===== config.mk =====
export PLATFORM = sky130hd
export DESIGN_NAME = mem_bist_ctrl
export DESIGN_NICKNAME = d
export VERILOG_FILES = /design/src/rtl/mem_bist_pkg.sv /design/src/rtl/lfsr16_step.sv /design/src/rtl/mem_bist_ctrl.sv
export SDC_FILE = /design/constraint.sdc
export NUM_CORES = 1
export LEC_CHECK = 0
export BUFFER_PORTS_ARGS = -buffer_cell sky130_fd_sc_hd__buf_2
export CORE_AREA = 3 3 99 77
export CTS_CLUSTER_SIZE = 8
export DETAILED_ROUTE_END_ITERATION = 16
export DIE_AREA = 0 0 102 80
export PLACE_DENSITY = 0.83
export SETUP_SLACK_MARGIN = 0.02
export SYNTH_ARGS = -nofsm -noshare
export SYNTH_HDL_FRONTEND = slang
export SYNTH_SLANG_ARGS = --single-unit

===== constraint.sdc =====
create_clock -name CLK -period 2.4 [get_ports CLK]
set_input_delay 0.72 -clock CLK [delete_from_list [all_inputs] [get_ports CLK]]
set_output_delay 0.72 -clock CLK [all_outputs]
set_load 0.05 [all_outputs]

===== src/rtl/mem_bist_pkg.sv =====
// Shared types and constants for the memory BIST controller: FSM states and
// the 16-bit pattern LFSR definition.
package mem_bist_pkg;

    typedef enum logic [2:0] {
        ST_IDLE,
        ST_WR_REQ,
        ST_RD_REQ,
        ST_RD_WAIT,
        ST_DONE
    } bist_state_e;

    localparam logic [15:0] LFSR_SEED = 16'h0001;
    // Feedback taps at bits 15, 14, 12 and 3
    localparam logic [15:0] LFSR_TAPS = 16'hD008;

    function automatic logic [15:0] lfsr_next(input logic [15:0] cur);
        return {cur[14:0], ^(cur & LFSR_TAPS)};
    endfunction

endpackage


===== src/rtl/lfsr16_step.sv =====
// 16-bit pattern LFSR. LOAD restores the seed and wins over EN; the next value
// is exported so the controller can register write data in the same cycle.
module lfsr16_step
    import mem_bist_pkg::*;
(
    input  logic        CLK,
    input  logic        RSTN,
    input  logic        EN,
    input  logic        LOAD,
    output logic [15:0] lfsr_q,
    output logic [15:0] lfsr_d
);

    logic [15:0] state_q;

    always_comb begin
        lfsr_d = state_q;
        if (LOAD) begin
            lfsr_d = LFSR_SEED;
        end else if (EN) begin
            lfsr_d = lfsr_next(state_q);
        end
    end

    always_ff @(posedge CLK or negedge RSTN) begin
        if (!RSTN) begin
            state_q <= LFSR_SEED;
        end else begin
            state_q <= lfsr_d;
        end
    end

    assign lfsr_q = state_q;

endmodule


===== src/rtl/mem_bist_ctrl.sv =====
// Memory BIST controller: writes an LFSR pattern to addresses 0..LAST_ADDR,
// reads it back one outstanding read at a time and counts mismatches.
module mem_bist_ctrl
    import mem_bist_pkg::*;
#(
    parameter int ADDR_W = 8,
    parameter int ERR_W  = 8
) (
    input  logic              CLK,
    input  logic              RSTN,
    input  logic              START,
    input  logic [ADDR_W-1:0] LAST_ADDR,
    output logic              MEM_REQ,
    output logic              MEM_WE,
    output logic [ADDR_W-1:0] MEM_ADDR,
    output logic [15:0]       MEM_WDATA,
    input  logic              MEM_GNT,
    input  logic              MEM_RVALID,
    input  logic [15:0]       MEM_RDATA,
    output logic              BUSY,
    output logic              DONE,
    output logic              PASS,
    output logic [ERR_W-1:0]  ERR_CNT,
    output logic [ADDR_W-1:0] ERR_ADDR
);

    bist_state_e       state_q, state_d;
    logic [ADDR_W-1:0] addr_q, addr_d;
    logic [ADDR_W-1:0] last_q, last_d;
    logic [ERR_W-1:0]  err_cnt_q, err_cnt_d;
    logic [ADDR_W-1:0] err_addr_q, err_addr_d;
    logic              req_q, req_d;
    logic              we_q, we_d;
    logic [ADDR_W-1:0] maddr_q, maddr_d;
    logic [15:0]       wdata_q, wdata_d;
    logic              busy_q, busy_d;
    logic              done_q, done_d;
    logic              pass_q, pass_d;
    logic              lfsr_en, lfsr_load;
    logic [15:0]       lfsr_q, lfsr_d;

    lfsr16_step u_lfsr (
        .CLK    (CLK),
        .RSTN   (RSTN),
        .EN     (lfsr_en),
        .LOAD   (lfsr_load),
        .lfsr_q (lfsr_q),
        .lfsr_d (lfsr_d)
    );

    always_comb begin
        state_d    = state_q;
        addr_d     = addr_q;
        last_d     = last_q;
        err_cnt_d  = err_cnt_q;
        err_addr_d = err_addr_q;
        lfsr_en    = 1'b0;
        lfsr_load  = 1'b0;
        unique case (state_q)
            ST_IDLE, ST_DONE: begin
                if (START) begin
                    last_d     = LAST_ADDR;
                    addr_d     = '0;
                    lfsr_load  = 1'b1;
                    err_cnt_d  = '0;
                    err_addr_d = '0;
                    state_d    = ST_WR_REQ;
                end
            end
            ST_WR_REQ: begin
                if (MEM_GNT) begin
                    lfsr_en = 1'b1;
                    // Read pass replays the pattern from the seed
                    if (addr_q == last_q) begin
                        lfsr_load = 1'b1;
                        addr_d    = '0;
                        state_d   = ST_RD_REQ;
                    end else begin
                        addr_d = addr_q + 1'b1;
                    end
                end
            end
            ST_RD_REQ: begin
                if (MEM_GNT) begin
                    state_d = ST_RD_WAIT;
                end
            end
            ST_RD_WAIT: begin
                if (MEM_RVALID) begin
                    lfsr_en = 1'b1;
                    if (MEM_RDATA != lfsr_q) begin
                        if (err_cnt_q == '0) begin
                            err_addr_d = addr_q;
                        end
                        if (err_cnt_q != '1) begin
                            err_cnt_d = err_cnt_q + 1'b1;
                        end
                    end
                    if (addr_q == last_q) begin
                        state_d = ST_DONE;
                    end else begin
                        addr_d  = addr_q + 1'b1;
                        state_d = ST_RD_REQ;
                    end
                end
            end
            default: state_d = ST_IDLE;
        endcase
    end

    // Outputs are registered from the next state so they line up with it
    always_comb begin
        req_d   = (state_d == ST_WR_REQ) || (state_d == ST_RD_REQ);
        we_d    = (state_d == ST_WR_REQ);
        maddr_d = addr_d;
        wdata_d = (state_d == ST_WR_REQ) ? lfsr_d : wdata_q;
        busy_d  = (state_d == ST_WR_REQ) || (state_d == ST_RD_REQ) || (state_d == ST_RD_WAIT);
        done_d  = (state_d == ST_DONE);
        pass_d  = (state_d == ST_DONE) && (err_cnt_d == '0);
    end

    always_ff @(posedge CLK or negedge RSTN) begin
        if (!RSTN) begin
            state_q    <= ST_IDLE;
            addr_q     <= '0;
            last_q     <= '0;
            err_cnt_q  <= '0;
            err_addr_q <= '0;
            req_q      <= 1'b0;
            we_q       <= 1'b0;
            maddr_q    <= '0;
            wdata_q    <= '0;
            busy_q     <= 1'b0;
            done_q     <= 1'b0;
            pass_q     <= 1'b0;
        end else begin
            state_q    <= state_d;
            addr_q     <= addr_d;
            last_q     <= last_d;
            err_cnt_q  <= err_cnt_d;
            err_addr_q <= err_addr_d;
            req_q      <= req_d;
            we_q       <= we_d;
            maddr_q    <= maddr_d;
            wdata_q    <= wdata_d;
            busy_q     <= busy_d;
            done_q     <= done_d;
            pass_q     <= pass_d;
        end
    end

    assign MEM_REQ   = req_q;
    assign MEM_WE    = we_q;
    assign MEM_ADDR  = maddr_q;
    assign MEM_WDATA = wdata_q;
    assign BUSY      = busy_q;
    assign DONE      = done_q;
    assign PASS      = pass_q;
    assign ERR_CNT   = err_cnt_q;
    assign ERR_ADDR  = err_addr_q;

endmodule


* Word-level counts from Yosys, hierarchy flattened *
Index checks and enable logic that the tools add are counted.

storage, ports and cells
  flip-flop bits (word level) = 72
  input bits = 29
  output and inout port bits = 45
  word-level logic and storage cells = 75

cells by class
  add/subtract/negate cells = 2
  eq/ne operators = 17
  mux-type cells = 31
  reductions and logical operators = 13

operators by type and width
  kind                 number
  $mux 8               12
  $mux 16              2
  $pmux 8 s2           2
  $pmux 8 s3           1
  $mux 3               6
  $add 8x1->8 const B  2
  $logic_not 8->1      2
  $ne 16x16->1         1
  $reduce_xor 16->1    1
  $eq 3x2->1 const B   4
  $ne 2x2->1 const B   6
  $pmux 3 s4           1
  $reduce_and 5->1     2
  $eq 8x8->1           1
  $ne 8x8->1 const B   1
  $eq 3x1->1 const B   2
  $eq 3x3->1 const B   2
  $mux 1               5
  $pmux 1 s2           2
  $logic_not 3->1      1
  $reduce_bool 3->1    1
  $logic_or 1x1->1     2
  $reduce_and 2->1     1
  $reduce_bool 2->1    1
  other kinds (2)      2

* Longest topological paths before layout *
Gate-level depths: netlist (run 1).

  depth in word-level cells = 7
  gate-level depth with buffers = 9
  mapped depth without buffers = 7

* By module *
From an unflattened synthesis (run 1), not the netlist that was laid out.

unflattened totals
  cells, all modules = 315
  area total of the unflattened synthesis = 3518.4 µm²

by module, submodules not included
  module         times used  cells an instance  area each (µm²)  seq. area each (µm²)
  mem_bist_ctrl  1           259                2832.7           1401.3
  lfsr16_step    1           56                 685.7            401.6

* Worst setup path after synthesis (run 1) *
OpenSTA, ideal clock, no wires.

  path type = input-to-reg
  start point = in MEM_RDATA[12]
  end point = reg pass_q, in the netlist PASS
  library setup time = 0.096 ns
  arrival time = 2.296 ns
  data required time = 2.304 ns
  path slack = 0.009 ns
  stages on the path = 7
  buffers on the path = 0
  cell sequence = xor2_1 -> nor4_1 -> nand4_1 -> nand4_1 -> mux2_2 -> a2111o_1 -> nor4_2

on the way
  word-level cells in the longest chain between the ends = 6

RTL lines
  what                  RTL line              text
  start, declared       mem_bist_ctrl.sv:19   input logic [15:0] MEM_RDATA,
  $ne 16x16->1          mem_bist_ctrl.sv:91   if (MEM_RDATA != lfsr_q) begin
  $mux 8                mem_bist_ctrl.sv:91
  $mux 8                mem_bist_ctrl.sv:89   if (MEM_RVALID) begin
  $pmux 8 s2            mem_bist_ctrl.sv:59   unique case (state_q)
  $logic_not 8->1       mem_bist_ctrl.sv:119  pass_d = (state_d == ST_DONE) && (err_cnt_d == '0);
  $logic_and 1x1->1     mem_bist_ctrl.sv:119
  via pass_d            mem_bist_ctrl.sv:38   logic pass_q, pass_d;
  end signal, assigned  mem_bist_ctrl.sv:148  pass_q <= pass_d;
  end, declared         mem_bist_ctrl.sv:38

The timed path passes the listed nets, and every way through them passes these cells.
A chain may end at the register's enable or synchronous reset.

* Worst setup path in the final report (run 1) *
  start point = in MEM_RDATA[8]
  end point = reg pass_q, in the netlist PASS

Same word-level chain as after synthesis.

==> results of run 1 <==
## worst max-delay path, stage by stage
cell and delay (ps):
buf_2 100, xor2_1 150, nor4_1 320, nand4_1 270, nand4_1 190, mux2_2 360, a2111o_1 370, nor4_2 130
## cells in the mapped netlist (2+ instances only)
library cell	count	share of area
nand2_1	37	0.040
xor2_1	18	0.046
nand2b_1	4	0.0072
and2_1	2	0.0036
o21ai_0	11	0.016
a211oi_1	3	0.0065
buf_2	4	0.0058
nand4_1	6	0.011
and3_1	4	0.0072
and4_1	3	0.0076
a21oi_1	4	0.0058
nand3_1	16	0.023
ha_1	3	0.011
a31o_2	3	0.0076
nor4_1	7	0.013
o21bai_1	3	0.0065
inv_1	14	0.015
mux2_2	18	0.059
buf_4	3	0.0065
xnor2_1	15	0.038
nor2_1	30	0.033
mux2i_1	17	0.049
clkbuf_1	6	0.0065
dfrtp_1	71	0.51
nor2b_1	4	0.0072
## area by class of cell
type                       count  area (µm²)  share of cell area
clock buffer                  11         151              0.0351
clock inverter                 5         103              0.0238
inverter                      15        56.3              0.0131
multi-input combinational    225        1540               0.358
sequential                    72        1810               0.419
tap                           84         105              0.0244
timing repair buffer          93         544               0.126
## logic make-up after synthesis
group,after synthesis,synth area share
muxes,35,0.108
xor gates and xnor gates,33,0.0834
buffers and inverters,29,0.0383
adders and majority gates,3,0.0108
DFF,72,0.520
and+or+nand+nor,119,0.170
AOI/OAI and AO/OA,35,0.0690
## registers in the layout (all words and copies together) (netlist names)
signal	flops
PASS	1
state_q	3
MEM_REQ	1
MEM_WE	1
ERR_CNT	8
BUSY	1
last_q	8
u_lfsr.lfsr_q	16
MEM_ADDR	8
ERR_ADDR	8
MEM_WDATA	16
DONE	1
## timing repair
item                       CTS  global route
buffers inserted             2             0
pin swaps                    2             2
resized for setup            2             3
setup endpoints to repair    1             1
## power by group through the flow
stage	logic [mW]	clock network, mW	registers, mW
after detailed placement	2.32	0	1.87
after global routing	2.53	1.27	1.90
final	2.31	1.19	1.86
after CTS	2.33	1.21	1.86
after floorplan	1.16	0	2.41
after global placement	2.24	0	1.86
## per-layer routing
layer  vias to the layer above  track usage  share of wire
met5                         -            0              0
li1                       1306            -              -
met2                       114        0.327           0.45
met1                      1319        0.281           0.45
met4                         0       0.0550          0.011
met3                        14       0.0751          0.088
## how the worst max path moves through the flow
stage,slack (ps),depth (start not counted),end
3_3_place_gp,-230,9,PASS$_DFF_PN0_
5_1_grt,-50,9,PASS$_DFF_PN0_
6_report,40,8,PASS$_DFF_PN0_
3_5_place_dp,-370,9,PASS$_DFF_PN0_
4_1_cts,20,8,PASS$_DFF_PN0_
2_1_floorplan,50,7,PASS$_DFF_PN0_
==> metrics.md, run 1 <==
| Metric | Value |
|---|---|
| Die W | `just over 100 µm` |
| WL/cell | `15.9 µm` |
| Fillers | `563` |
| Asr flop ratio synth | `1.00` |
| Fin cells | `505` |
| Largest net degree at the start of global routing | `57` |
| Critical path class | `input pin to flip-flop` |
| Worst-case reg-to-reg path depth | `7` |
| Fin. Hold Viols | `0` |
| Die area | `8160 µm²` |
| Commonest non-fill, non-tap cell in the layout | `buf_2` |
| Antenna-violating nets left | `0` |
| Max-cap violations | `0` |
| Overall Global Routing Usage | `0.211` |
| Clock power frac | `0.221` |
| Status | `finished, final reports clean` |
| Crit path launch type | `input pin` |
| Post-Route WL | `about 8 mm` |
| Critical Path End Type | `flip-flop` |
| Final period utilization | `0.983` |
| Slew HR | `0.683` |
| Net Sw Frac | `0.415` |
| Area of the core | `6770 µm²` |
| CTS sink cnt | `between 70 and 80` |
| EDFF count, synth | `0` |
| Design area | `about 4300 µm²` |
| Hold buffers post-CTS | `0` |
| Hold WS | `293 ps` |
| Worst R2R End | `PASS$_DFF_PN0_` |
| Dpl ws | `-375 ps` |
| Starting Density | `0.512` |
| Pwr per Cell Area | `roughly 1200 nW/µm²` |
| Die Height | `80 µm` |
| Setup_tns | `0 ps` |
| Leakage | `2.22 nW` |
| Reg2reg setup slack | `70 ps` |
| Data arrival, critical path | `2610 ps` |
| Initial antenna violation count | `0` |
| Area grow syn2layout | `24.4%` |
| NetSw | `between 2 and 2.5 mW` |
| FMAX | `424 MHz` |
| # nets final | `approximately 450` |
| Iter 0 DRT Violations | `140` |
| Final Setup Violations | `0` |
| Min Clock Period, post-route | `2360 ps` |
| Hold Crit Class | `input pin to asynchronous set/reset pin` |
| Synth warn | `0` |
| CTS tree | `done` |
| FP Rows | `26` |
| Worst-path clk slew | `70 ps` |
| Critical Path RT | `2650 ps` |
| Placed cells | `487` |
| GPL Wtd Cong | `0.878` |
| Vias in the first global route | `2727` |
| Layout cell share with drive strength beyond 1 | `0.335` |
| Max H-tree Level | `3` |
| Syn_nets | `358` |
| Layout Skew | `8.13 ps` |
| Final core occ | `0.637` |
| Worst-skew pair later-pin latency | `around 340 ps` |
| Post-Syn Area | `3460 µm²` |
| VDD IR-drop max | `0.000827 V` |
| Ant. Diodes | `0` |
| Syn Inst Count | `326` |
| Synth cell types | `45` |
| I/O Pins | `74` |
| Worst slew pin tran | `472 ps` |
| Total CTS buffers | `9` |
| Tot Pwr | `5.36 mW` |
| Post-synthesis sequential area ratio | `0.520` |
| Internal | `3.13 mW` |
| Vias post-DR | `around 2800` |
| Commonest non-fill, non-tap cells in the layout | `buf_2 (73), dfrtp_1 (69), nand2_1 (37), nor2_1 (30)` |
| R2r startpoint | `u_lfsr.lfsr_q[15]$_DFF_PN0_` |
| Worst setup startpoint | `MEM_RDATA[8]` |
| RSZ-0062 raised after global routing | `yes` |
| Clock buffer depth | `2` |
| # DRC | `0` |
| CTS root buffer | `clkbuf_8` |
| Combinational share of power | `0.432` |
| Via/cell ratio | `5.45` |
| Main synth FF type | `dfrtp_1` |
| IO Port Bufs | `73` |
| First-pass GRT wire length | `13.4 mm` |
| Flop pwr share | `0.347` |
| GRT Residual Overflow | `0` |
| Synth Register Bits | `72` |
| Max-slew violation count | `0` |
| Drt pass-1 iters | `4` |
| Placed cell areas | `around 4000 µm²` |
| Avg Cell Area, Syn | `10.6 µm²` |
| Min setup slack post-route | `40.8 ps` |
| CP Max Fanout | `2` |
| HPWL Detailed | `5.79 mm` |
Note: power is estimated with default switching activity, not from simulation.
==> run 2, diff against run 1 <==
--- a/config.mk
+++ b/config.mk
@@ -11,6 +11,7 @@
 export DETAILED_ROUTE_END_ITERATION = 16
 export DIE_AREA = 0 0 102 80
 export PLACE_DENSITY = 0.83
+export RECOVER_POWER = 25
 export SETUP_SLACK_MARGIN = 0.02
 export SYNTH_ARGS = -nofsm -noshare
 export SYNTH_HDL_FRONTEND = slang
==> metrics.md, run 2 (synthesis results as in run 1) <==
| Metric | Value |
|---|---|
| Min Clock Period, post-route | `2360 ps (-2.23 ps)` |
| Initial antenna violation count | `0 (unchanged)` |
| NetSw | `2.22 mW (about the same)` |
| Area of the core | `6770 µm² (unchanged)` |
| Antenna-violating nets left | `0 (unchanged)` |
| Total CTS buffers | `9 (unchanged)` |
| FMAX | `424 MHz (about the same)` |
| CTS root buffer | `clkbuf_8` |
| CTS tree | `done` |
| # nets final | `448 (unchanged)` |
| CP cell instances | `buf_2, xor2_1, nor4_1, nand4_1, nand4_1, mux2_2, a2111o_1, nor4_2` |
| Vias in the first global route | `2727 (unchanged)` |
| Internal | `3.13 mW (about the same)` |
| Vias post-DR | `2757 (+0.15%)` |
| Overall Global Routing Usage | `0.211 (unchanged)` |
| Ant. Diodes | `0 (unchanged)` |
| Leakage | `2.21 nW (-0.34%)` |
| Hold Crit Class | `input pin to asynchronous set/reset pin` |
| Flop pwr share | `0.347 (about the same)` |
| Status | `finished, final reports clean` |
| Via/cell ratio | `5.46 (+0.15%)` |
| Worst slew pin tran | `869 ps (+397 ps)` |
| Iter 0 DRT Violations | `141 (+0.71%)` |
| GRT Residual Overflow | `0 (unchanged)` |
| Net Sw Frac | `0.415 (about the same)` |
| Clock buffer depth | `2 (unchanged)` |
| Max H-tree Level | `3 (unchanged)` |
| Tot Pwr | `5.35 mW (about the same)` |
| Max-slew violation count | `0 (unchanged)` |
| Critical Path End Type | `flip-flop` |
| IO Port Bufs | `73 (unchanged)` |
| Max stage delay on crit path | `370 ps (about the same)` |
| CP max-delay cell | `a2111o_1` |
| Data arrival, critical path | `2610 ps (about the same)` |
| Commonest non-fill, non-tap cell in the layout | `buf_2` |
| Starting Density | `0.512 (unchanged)` |
| First-pass GRT wire length | `13.4 mm (unchanged)` |
| Area grow syn2layout | `24.0%` |
| Pwr per Cell Area | `1250 nW/µm² (+0.23%)` |
| Fin. Hold Viols | `0 (unchanged)` |
| Commonest non-fill, non-tap cells in the layout | `buf_2 (72), dfrtp_1 (69), nand2_1 (37), nor2_1 (30)` |
| Die area | `8160 µm² (unchanged)` |
| Layout cell share with drive strength beyond 1 | `0.333 (-0.00238)` |
| Final period utilization | `0.982 (about the same)` |
| Most frequent CP cell | `nand4_1` |
| Die W | `102 µm (unchanged)` |
| Crit path launch type | `input pin` |
| Hold buffers post-CTS | `0 (unchanged)` |
| GPL Wtd Cong | `0.878 (unchanged)` |
| CTS sink cnt | `72 (unchanged)` |
| Setup_tns | `0 ps (unchanged)` |
| Worst-path clk slew | `70 ps (about the same)` |
| Largest net degree at the start of global routing | `57 (unchanged)` |
| RSZ-0062 raised after global routing | `yes` |
| Clock power frac | `0.222 (about the same)` |
| Critical path class | `input pin to flip-flop` |
| # DRC | `0 (unchanged)` |
| Layout Skew | `8.57 ps (+0.447 ps)` |
| CP Max Fanout | `2 (unchanged)` |
| Placed cell areas | `4020 µm² (unchanged)` |
| Combinational share of power | `0.431 (about the same)` |
| Worst-skew pair later-pin latency | `340 ps (about the same)` |
| Design area | `4300 µm² (-0.32%)` |
| FP Rows | `26 (unchanged)` |
| WL/cell | `15.9 µm (about the same)` |
| I/O Pins | `74 (unchanged)` |
| Post-Route WL | `8.03 mm (about the same)` |
| Die Height | `80 µm (unchanged)` |
| Max-cap violations | `0 (unchanged)` |
| Final Setup Violations | `0 (unchanged)` |
| Critical Path RT | `2650 ps (about the same)` |
| Drt pass-1 iters | `4 (unchanged)` |
| Slew HR | `0.421 (-0.263)` |
| VDD IR-drop max | `0.000827 V (about the same)` |
| HPWL Detailed | `5.79 mm (unchanged)` |
[run 2: final timing paths]
path	slack [ps]	cells past startpoint	end	start
worst max register to register	80	7	PASS$_DFF_PN0_	u_lfsr.lfsr_q[15]$_DFF_PN0_
worst min register to register	510	1	MEM_WDATA[14]$_DFFE_PN0P_	MEM_WDATA[14]$_DFFE_PN0P_
min in group CLK	510	1	MEM_WDATA[14]$_DFFE_PN0P_	MEM_WDATA[14]$_DFFE_PN0P_
max in group asynchronous	560	2	u_lfsr.lfsr_q[12]$_DFF_PN0_	RSTN
worst min-delay path	460	1	ERR_CNT[3]$_DFF_PN0_	RSTN
worst max-delay path	40	8	PASS$_DFF_PN0_	MEM_RDATA[8]
[run 2: cell type report]
type | instances | area [µm²]
Clock buffer | 11 | 151
Clock inverter | 5 | 103
Fill cell | 564 | 2470
Inverter | 15 | 56.3
Multi-Input combinational cell | 225 | 1540
Sequential cell | 72 | 1810
Tap cell | 84 | 105
Timing Repair Buffer | 93 | 531
[run 2: critical path: cells and delay by family]
| family | cells | cell delay [ps] |
|---|---|---|
| xor+xnor | 1 | 150 |
| mux | 1 | 360 |
| simple gates | 4 | 910 |
| buf+inv | 1 | 100 |
| compound gates | 1 | 370 |
[run 2: what timing repair did]
item / CTS / global route
resized for setup: 2 / 3
setup buffers: 2 / 0
endpoints found under the setup margin: 1 / 1
pin swaps: 2 / 2
[run 2: metal layers]
metal / GRT usage / wire length (µm) / part of all wire
met1: 0.281 / 3560 / 0.44
met2: 0.327 / 3650 / 0.45
met3: 0.0751 / 740 / 0.092
met4: 0.0550 / 85 / 0.011
met5: 0 / 0 / 0
[run 2: power by group through the flow]
stage	Clock, mW	Combinational, mW	Sequential [mW]
CTS	1.21	2.33	1.86
detailed placement	0	2.32	1.87
floorplan	0	1.16	2.41
global placement	0	2.24	1.86
finish	1.19	2.31	1.86
global route	1.27	2.52	1.90
[run 2: through the flow]
stage	setup WS (ps)	util	hold slack, ps	cells
6_report	43.0	0.635	461	505
3_3_place_gp	-232	0.594	481	487
3_5_place_dp	-375	0.594	494	487
4_1_cts	22.5	0.636	290	505
2_1_floorplan	49.5	-	424	326
5_1_grt	-50.4	0.635	530	505
==> run 3, diff against run 2 <==
--- a/config.mk
+++ b/config.mk
@@ -11,8 +11,9 @@
 export DETAILED_ROUTE_END_ITERATION = 16
 export DIE_AREA = 0 0 102 80
 export PLACE_DENSITY = 0.83
-export RECOVER_POWER = 25
+export RECOVER_POWER = 50
 export SETUP_SLACK_MARGIN = 0.02
+export SLEW_MARGIN = 20
 export SYNTH_ARGS = -nofsm -noshare
 export SYNTH_HDL_FRONTEND = slang
 export SYNTH_SLANG_ARGS = --single-unit
==> metrics.md, run 3 (synthesis results as in run 1) <==
| Metric | Value |
|---|---|
| Area of the core | `6770 µm² (unchanged)` |
| FMAX | `420 MHz (-1.0%)` |
| Max H-tree Level | `3 (unchanged)` |
| Dpl ws | `-375 ps (unchanged)` |
| GPL Wtd Cong | `0.878 (unchanged)` |
| VDD IR-drop max | `0.000834 V (+0.84%)` |
| Layout Skew | `8.41 ps (-0.167 ps)` |
| Worst setup startpoint | `MEM_RDATA[11]` |
| Commonest non-fill, non-tap cell in the layout | `dfrtp_1` |
| R2r startpoint | `u_lfsr.lfsr_q[15]$_DFF_PN0_` |
| Fin. Hold Viols | `0 (unchanged)` |
| Drt pass-1 iters | `4 (unchanged)` |
| Status | `finished, final reports clean` |
| Critical Path End Type | `flip-flop` |
| Worst-path clk slew | `70 ps (about the same)` |
| First-pass GRT wire length | `13.4 mm (unchanged)` |
| RSZ-0062 raised after global routing | `yes` |
| GRT Residual Overflow | `0 (unchanged)` |
| Fin cells | `505 (unchanged)` |
| Die area | `8160 µm² (unchanged)` |
| Register area | `1810 µm² (unchanged)` |
| IO Port Bufs | `73 (unchanged)` |
| Vias post-DR | `2775 (+0.65%)` |
| Critical path class | `input pin to flip-flop` |
| Critical Path End | `PASS$_DFF_PN0_` |
| Post-Route WL | `8.09 mm (+0.68%)` |
| Reg2reg setup slack | `50 ps (-30 ps)` |
| Initial antenna violation count | `0 (unchanged)` |
| CTS root buffer | `clkbuf_8` |
| Hold Crit Class | `input pin to asynchronous set/reset pin` |
| Vias in the first global route | `2727 (unchanged)` |
| Max-slew violation count | `0 (unchanged)` |
| CP Max Fanout | `2 (unchanged)` |
| Iter 0 DRT Violations | `144 (+2.1%)` |
| Starting Density | `0.512 (unchanged)` |
| Crit path launch type | `input pin` |
| Worst-skew pair later-pin latency | `350 ps (about the same)` |
| CP max-delay cell | `a2111o_1` |
| Max-cap violations | `0 (unchanged)` |
| FP Rows | `26 (unchanged)` |
| Ant. Diodes | `0 (unchanged)` |
| Min Clock Period, post-route | `2380 ps (+24.5 ps)` |
| Max stage delay on crit path | `370 ps (about the same)` |
| Antenna-violating nets left | `0 (unchanged)` |
| Clock buffer depth | `2 (unchanged)` |
| Worst slew pin tran | `862 ps (-7.52 ps)` |
| CTS sink cnt | `72 (unchanged)` |
| # nets final | `448 (unchanged)` |
| Total CTS buffers | `9 (unchanged)` |
| CTS tree | `done` |
| Slew HR | `0.426 (+0.00502)` |
| Die Height | `80 µm (unchanged)` |
| Worst R2R End | `PASS$_DFF_PN0_` |
| Tot Pwr | `5.34 mW (-0.22%)` |
| Overall Global Routing Usage | `0.211 (unchanged)` |
| Pwr per Cell Area | `1250 nW/µm² (+0.39%)` |
| Commonest non-fill, non-tap cells in the layout | `dfrtp_1 (69), buf_2 (60), nand2_1 (37), nor2_1 (30)` |
| Data arrival, critical path | `2630 ps (+20 ps)` |
| Leakage | `2.16 nW (-2.6%)` |
| I/O Pins | `74 (unchanged)` |
| Largest net degree at the start of global routing | `57 (unchanged)` |
| Worst-case reg-to-reg path depth | `7 (unchanged)` |
| Via/cell ratio | `5.50 (+0.65%)` |
| # DRC | `0 (unchanged)` |
| Die W | `102 µm (unchanged)` |
| Final Setup Violations | `0 (unchanged)` |
| Placed cells | `487 (unchanged)` |
| CP cell instances | `buf_2, xor2_1, nor4_2, nand4_1, nand4_1, mux2_2, a2111o_1, nor4_2` |
| Layout cell share with drive strength beyond 1 | `0.297 (-0.0356)` |
| Min setup slack post-route | `18.5 ps (-24.5 ps)` |
| WL/cell | `16.0 µm (+0.68%)` |
| Area grow syn2layout | `23.2%` |
| Final period utilization | `0.992 (+0.0102)` |
| Area of the multi-input gates | `1540 µm² (unchanged)` |
| Fillers | `564 (unchanged)` |
| HPWL Detailed | `5.79 mm (unchanged)` |
| Critical Path RT | `2650 ps (about the same)` |
[run 3: cell types whose count changed in the layout (fill, tap and decap cells not counted), sizes merged]
cell / previous run / this run
clkbuf: 13 / 28
buf: 91 / 76
[run 3: cell type report]
cell class / count / share of cell area
clock inverters: 5 / 0.0240
flip-flops and latches: 72 / 0.423
inverters: 15 / 0.0132
clock buffers: 11 / 0.0355
multi-input cells: 225 / 0.362
well taps: 84 / 0.0246
repair buffers: 93 / 0.118
[run 3: metal layers]
| metal | up-vias | GRT usage | share of wire | routed length (µm) |
|---|---|---|---|---|
| met2 | 121 | 0.327 | 0.46 | 3700 |
| met4 | 0 | 0.0550 | 0.0091 | 74 |
| met1 | 1337 | 0.281 | 0.45 | 3610 |
| met5 | - | 0 | 0 | 0 |
| met3 | 11 | 0.0751 | 0.088 | 713 |
| li1 | 1306 | - | - | - |
[run 3: worst max-delay path: cells and delay by family]
family / cells / cell delay (ps)
buffers and inverters: 1 / 100
multiplexers: 1 / 360
AND/OR/NAND/NOR: 4 / 920
XOR/XNOR: 1 / 160
AO/OA/AOI/OAI: 1 / 370
[run 3: metrics by stage]
step | hold slack, ps | utilization | cell area, µm² | TNS, ps
after global routing | 533 | 0.631 | 4270 | -50.4
after floorplan | 424 | - | 3460 | 0
after CTS | 290 | 0.636 | 4300 | 0
after detailed placement | 494 | 0.594 | 4020 | -1080
after global placement | 481 | 0.594 | 4020 | -232
final | 457 | 0.631 | 4270 | 0
[run 3: repair_timing]
item                                    in CTS  in global routing
hold buffers                                 0                  0
gates resized for setup                      2                  3
buffers inserted                             2                  0
pin swaps                                    2                  2
endpoints found under the hold margin        0                  0
endpoints found under the setup margin       1                  1
[run 3: how the worst min path moves through the flow]
stage,slack [ps],endpoint,from
5_1_grt,530,ERR_CNT[3]$_DFF_PN0_,RSTN
3_3_place_gp,480,last_q[0]$_DFFE_PN0P_,last_q[0]$_DFFE_PN0P_
6_report,460,ERR_CNT[3]$_DFF_PN0_,RSTN
3_5_place_dp,490,MEM_WDATA[2]$_DFFE_PN0P_,MEM_WDATA[2]$_DFFE_PN0P_
4_1_cts,290,ERR_CNT[3]$_DFF_PN0_,RSTN
2_1_floorplan,420,BUSY$_DFF_PN0_,RSTN
[run 3: power by group]
| group | internal [mW] | switching [mW] |
|---|---|---|
| Combinational | 0.798 | 1.49 |
| Clock | 0.745 | 0.445 |
| Sequential | 1.56 | 0.296 |
| Total | 3.11 | 2.23 |
